File: config.mk
export PLATFORM = sky130hd
export DESIGN_NAME = fetch_pc_stage
export DESIGN_NICKNAME = d
export VERILOG_FILES = /design/src/rtl/fetch_pkg.sv /design/src/rtl/fetch_pc_stage_add.sv /design/src/rtl/fetch_pc_stage.sv
export SDC_FILE = /design/constraint.sdc
export NUM_CORES = 1
export LEC_CHECK = 0
export CAP_MARGIN = 20
export CORE_UTILIZATION = 30
export CTS_CLUSTER_SIZE = 10
export DETAILED_ROUTE_END_ITERATION = 10
export GPL_TIMING_DRIVEN = 0
export HOLD_SLACK_MARGIN = 0.06
export PLACE_DENSITY = 0.66
export SLEW_MARGIN = 10
export SYNTH_ARGS = -nofsm -noshare
export SYNTH_HDL_FRONTEND = slang
export SYNTH_SLANG_ARGS = --single-unit
File: constraint.sdc
create_clock -name clk -period 1.7 [get_ports clk]
set_clock_uncertainty 0.2 [all_clocks]
set_input_delay 0.34 -clock clk [delete_from_list [all_inputs] [get_ports clk]]
set_output_delay 0.34 -clock clk [all_outputs]
set_load 0.01 [all_outputs]
File: src/rtl/fetch_pkg.sv
// Shared definitions for the instruction-fetch stage.
// Contents:
//   PC_W          - program counter / instruction width (16)
//   RESET_PC_DEF  - default PC loaded on reset
//   PC_INC_DEF    - default sequential increment (16-bit byte-addressed instructions)
//   fetch_state_t - fetch controller states BOOT, RUN, HALT
package fetch_pkg;

  localparam int PC_W = 16;

  localparam logic [PC_W-1:0] RESET_PC_DEF = 16'h0000;
  localparam logic [PC_W-1:0] PC_INC_DEF   = 16'd2;

  typedef enum logic [1:0] {
    BOOT = 2'd0,
    RUN  = 2'd1,
    HALT = 2'd2
  } fetch_state_t;

endpackage

File: src/rtl/fetch_pc_stage_add.sv
// Add: the datapath's 16-bit ripple-style adder, reused by the fetch stage
// for the sequential PC computation.
// Ports:
//   a, b  in  16 - operands
//   cin   in  1  - carry in
//   sum   out 16 - modular sum
//   cout  out 1  - carry out
module Add (
  input  logic [15:0] a,
  input  logic [15:0] b,
  input  logic        cin,
  output logic [15:0] sum,
  output logic        cout
);

  assign {cout, sum} = {1'b0, a} + {1'b0, b} + {16'd0, cin};

endmodule

File: src/rtl/fetch_pc_stage.sv
// fetch_pc_stage: instruction-fetch stage. Holds the PC, drives the
// instruction-memory address, and loads the IF/ID pipeline register.
// Handles stall, redirect (with one-bubble squash), halt and reset boot.
// Optional feature macro: FETCH_PERF_CNT_EN (stall / bubble counters).
// Ports:
//   clk, rst        - clock, synchronous active-high reset
//   stall_i         - hold PC and IF/ID
//   redirect_i      - taken branch/jump; redirect_pc_i is the target
//   halt_i          - enter HALT (left only by rst)
//   imem_rdata_i    - combinational instruction read of imem_addr_o
//   imem_addr_o     - current PC
//   ifid_valid_o, ifid_instr_o, ifid_pc_plus_o - IF/ID register
//   halted_o        - stage is in HALT
//   stall_cnt_o, bubble_cnt_o - perf counters (0 when feature disabled)
module fetch_pc_stage
  import fetch_pkg::*;
#(
  parameter logic [PC_W-1:0] PC_INC   = PC_INC_DEF,
  parameter logic [PC_W-1:0] RESET_PC = RESET_PC_DEF
) (
  input  logic            clk,
  input  logic            rst,
  input  logic            stall_i,
  input  logic            redirect_i,
  input  logic [PC_W-1:0] redirect_pc_i,
  input  logic            halt_i,
  input  logic [PC_W-1:0] imem_rdata_i,
  output logic [PC_W-1:0] imem_addr_o,
  output logic            ifid_valid_o,
  output logic [PC_W-1:0] ifid_instr_o,
  output logic [PC_W-1:0] ifid_pc_plus_o,
  output logic            halted_o,
  output logic [15:0]     stall_cnt_o,
  output logic [15:0]     bubble_cnt_o
);

  fetch_state_t    state_q, state_d;
  logic [PC_W-1:0] pc_p0, pc_d;
  logic [PC_W-1:0] pc_seq;
  logic            vld_p1, vld_d;
  logic [PC_W-1:0] instr_p1, instr_d;
  logic [PC_W-1:0] pc_plus_p1, pc_plus_d;
  logic            add_cout_unused;

  // Sequential PC; carry out is meaningless for a wrapping PC.
  Add u_add (
    .a    (pc_p0),
    .b    (PC_INC),
    .cin  (1'b0),
    .sum  (pc_seq),
    .cout (add_cout_unused)
  );

  always_comb begin
    state_d   = state_q;
    pc_d      = pc_p0;
    vld_d     = vld_p1;
    instr_d   = instr_p1;
    pc_plus_d = pc_plus_p1;
    case (state_q)
      BOOT: begin
        state_d = RUN;
      end
      RUN: begin
        // Redirect comes from an older instruction, so it wins over a
        // younger halt and over any stall request.
        if (redirect_i) begin
          pc_d  = redirect_pc_i;
          vld_d = 1'b0;
        end else if (halt_i) begin
          state_d = HALT;
          vld_d   = 1'b0;
        end else if (!stall_i) begin
          instr_d   = imem_rdata_i;
          pc_plus_d = pc_seq;
          vld_d     = 1'b1;
          pc_d      = pc_seq;
        end
      end
      HALT: begin
        vld_d = 1'b0;
      end
      default: begin
        state_d = BOOT;
        vld_d   = 1'b0;
      end
    endcase
  end

  // ---- PC (stage 0) -> IF/ID register (stage 1) ----
  always_ff @(posedge clk) begin
    if (rst) begin
      state_q    <= BOOT;
      pc_p0      <= RESET_PC;
      vld_p1     <= 1'b0;
      instr_p1   <= '0;
      pc_plus_p1 <= '0;
    end else begin
      state_q    <= state_d;
      pc_p0      <= pc_d;
      vld_p1     <= vld_d;
      instr_p1   <= instr_d;
      pc_plus_p1 <= pc_plus_d;
    end
  end

  assign imem_addr_o    = pc_p0;
  assign ifid_valid_o   = vld_p1;
  assign ifid_instr_o   = instr_p1;
  assign ifid_pc_plus_o = pc_plus_p1;
  assign halted_o       = (state_q == HALT);

`ifdef FETCH_PERF_CNT_EN
  function automatic logic [15:0] sat_inc(input logic [15:0] v);
    return (v == 16'hFFFF) ? v : v + 16'd1;
  endfunction

  logic        stall_evt, bubble_evt;
  logic [15:0] stall_cnt_q, bubble_cnt_q;

  assign stall_evt  = (state_q == RUN) && stall_i && !redirect_i;
  assign bubble_evt = (state_q == RUN) && redirect_i;

  always_ff @(posedge clk) begin
    if (rst) begin
      stall_cnt_q  <= '0;
      bubble_cnt_q <= '0;
    end else begin
      if (stall_evt)  stall_cnt_q  <= sat_inc(stall_cnt_q);
      if (bubble_evt) bubble_cnt_q <= sat_inc(bubble_cnt_q);
    end
  end

  assign stall_cnt_o  = stall_cnt_q;
  assign bubble_cnt_o = bubble_cnt_q;
`else
  assign stall_cnt_o  = 16'd0;
  assign bubble_cnt_o = 16'd0;
`endif

endmodule

==> run summary <==
Layout cells sized above 1 = 28.2%
Sequential share of the synthesized area = 38.2%
Reg2reg end = ifid_pc_plus_o[10]$_SDFFE_PP0P_
GRT overflow = 0
Post-DP HPWL = 5580 um
Core area = 8680 um^2
Total die area = 9290 um^2
Drt drc = 0
Fin Hold WS = 0.255 ns
Ys Warns = 0
Compound-Gate Fraction of Synth Area = 19.3%
Vias per inst = 4.72
Slew Viols, Final = 0
# rows = 34
PwrDens = 617 nW/um^2
Leak Pwr = 1.91 nW
Post-Synth XOR/XNOR Area = 3.61%
CTS HTree Levels = 2
Worst Hold End = ifid_instr_o[1]$_SDFFE_PP0P_
Final period util = 103%
Initial drt markers = 139
Post-Synthesis Cells = 328
Kind of critical path = flop to output pin
IO Pins = 119
Initial antenna violation count = 0
Clk pin slew, worst setup/hold paths = 0.11 ns
Max frequency = 0.571 GHz
Share of the synthesized area in the top cell type = 38.2%
WL per Instance = 13.8 um
Initial Util = 30.8%
Hold Path Class = flop to flop
Post-synthesis adder-cell area fraction = 0.468%
Synth top area cells = dfxtp_1 38%, buf_4 9.6%, nand2_1 7.6%, a21oi_1 6.0%, a211oi_1 3.4%
# hold bufs at CTS = 0
Clock tree buffer depth = 2
CTS tree = done
Cell taking the most area after synthesis = dfxtp_1
Max incr delay on CP = 0.36 ns
Max_cap viols = 0
Worst slew pin tran = 0.650 ns
First-pass GRT wire length = 12000 um
# diodes = 0
Status = finished with violations
Vias = 2790
Reg2reg start = state_q[1]$_SDFFE_PP0P_
Crit-path slowest cell = dfxtp_4
Synth Area in Simple Gates = 24.1%
Worst Path Arrival = 1.21 ns
Synth cell types = 47
Mapped Avg Cell Area = 8.14 um^2
Finish-stage setup viols = 21
Vias in the first global route = 2446
Worst-Skew Late Latency = 0.31 ns
Most common cell after layout, fill and taps aside = buf_4
Area post-placement = 3820 um^2
Seq cells post-synth = 51
Crit path max fanout = 3
PnR worst setup slack = -0.0527 ns
Port bufs = 84
Routed Antenna Nets = 0
Detailed Route WL = 8150 um
Cts bufs inserted = 5
Total design power = 2.66 mW
Die W = 96.4 um
Startpoint Class = flop
Filler Cell Count = 865
Worst vdd ir = 0.000392 V
HP Start = ifid_instr_o[1]$_SDFFE_PP0P_
Nets = 520
RSZ-0062 raised after global routing = true
Largest net degree at the start of global routing = 17
Failing checks = negative setup slack
Worst setup EP type = output pin
Critical Path Most Common Cell = buf_4
Rel. slew slack = 56.7%
Design area = 4300 um^2
Pre-CTS WS = -0.802 ns
Overall routing resource usage = 17.0%
Die H = 96.4 um
Critical path required time = 1.16 ns
Worst R2R Setup Slack = -0.05 ns
Routability cong. = 0.818
CTS root buffer = clkbuf_8
Most frequent cells in the layout = 65 x buf_4, 53 x nand2_1, 51 x dlygate4sd2_1, 34 x dfxtp_1
Clock sinks = 51
Final Hold Vio Count = 0
Crit-path cells = buf_4 > buf_4 > nor2b_2 > buf_2
Hold path depth = 2
Synthesis-to-layout area growth = 61.1%
Number of flops mapped to enable cells by yosys = 0
Largest family of logic cells by synthesized area = simple AND/OR/NAND/NOR gates
Top FF cell, synth = dfxtp_1
Min Clock Period, post-route = 1.75 ns
Core Util, Final = 49.6%
FFs w/ async S/R, synth = 0%
First-pass DRT Iterations = 4
Mux contribution to synthesized area = 0.375%
R2R depth = 7
Post-Syn Area = 2670 um^2
-- area by class of cell --
class,instances,area [um^2],area share [%]
multi-input cells,249,1510,35.1
flip-flops and latches,51,1060,24.7
repair buffers,117,1060,24.6
plain buffers,57,430,10.0
well taps,108,135,3.14
clock buffers,7,97.6,2.27
clock inverters,1,7.51,0.174
inverters,1,3.75,0.0872
-- per-stage QoR --
step,std cells,TNS (ns)
global route,591,-3.06
CTS,582,-0.198
global placement,551,-31.67
detailed placement,551,-32.26
floorplan,359,-0.0429
finish,591,-0.390
-- power breakdown --
group	switching [mW]	leakage [nW]	internal, mW
clock	0.421	0.0496	0.381
sequential	0.0515	0.424	1.24
combinational	0.267	1.43	0.298
-- sequential cells by signal, summed over array words and instances, names as in the netlist --
register        flops
ifid_instr_o       16
ifid_pc_plus_o     16
ifid_valid_o        1
imem_addr_o        16
state_q             2
-- metal layers --
layer	GRT usage, %	part of all wire [%]	vias up
met4	4.04	0.79	0
met2	30.7	50	102
met5	0	0	-
met1	20.0	42	1286
met3	4.58	7.1	6
li1	-	-	1396
-- cell families (layout without fill, tap and decap cells) --
| kind of cell | count (synthesis) | after routing |
|---|---|---|
| AO/OA/AOI/OAI | 82 | 82 |
| AND/OR/NAND/NOR | 122 | 122 |
| buffers and inverters | 59 | 183 |
| multiplexers | 1 | 1 |
| adder cells (fa/ha/maj) | 1 | 1 |
| other | 1 | 32 |
| flip-flops | 51 | 51 |
| XOR/XNOR | 11 | 11 |
-- cells in the mapped netlist (5+ instances only) --
master,number
o21ai_0,12
clkbuf_1,13
dfxtp_1,51
buf_2,9
a21oi_1,32
a31oi_1,8
nand3_1,8
buf_4,34
nand3b_1,5
nand2_1,54
xnor2_1,6
nor2_1,22
xor2_1,5
a211oi_1,12
-- what timing repair did --
action / CTS / global route
buffers inserted: 22 / 9
resized for setup: 100 / 29
endpoints found under the setup margin: 97 / 46
cloned: 1 / 1
pin swaps: 20 / 10
-- critical path: cells and delay by family (launching register included) --
kind	cells	cell delay, ns
and+or+nand+nor	1	0.15
buffers and inverters	3	0.39
DFF	1	0.36
-- worst max-delay path by stage --
stage | startpoint | to | slack [ns] | depth (start not counted)
after detailed placement | halt_i | imem_addr_o[6]$_SDFFE_PP0P_ | -0.80 | 6
after global routing | state_q[1]$_SDFFE_PP0P_ | ifid_pc_plus_o[10]$_SDFFE_PP0P_ | -0.11 | 7
final | state_q[1]$_SDFFE_PP0P_ | halted_o | -0.05 | 4
after global placement | halt_i | ifid_pc_plus_o[7]$_SDFFE_PP0P_ | -0.79 | 4
after CTS | state_q[1]$_SDFFE_PP0P_ | halted_o | -0.05 | 4
after floorplan | imem_addr_o[2]$_SDFFE_PP0P_ | imem_addr_o[7]$_SDFFE_PP0P_ | -0.04 | 5
Note: power is estimated with default switching activity, not from simulation.
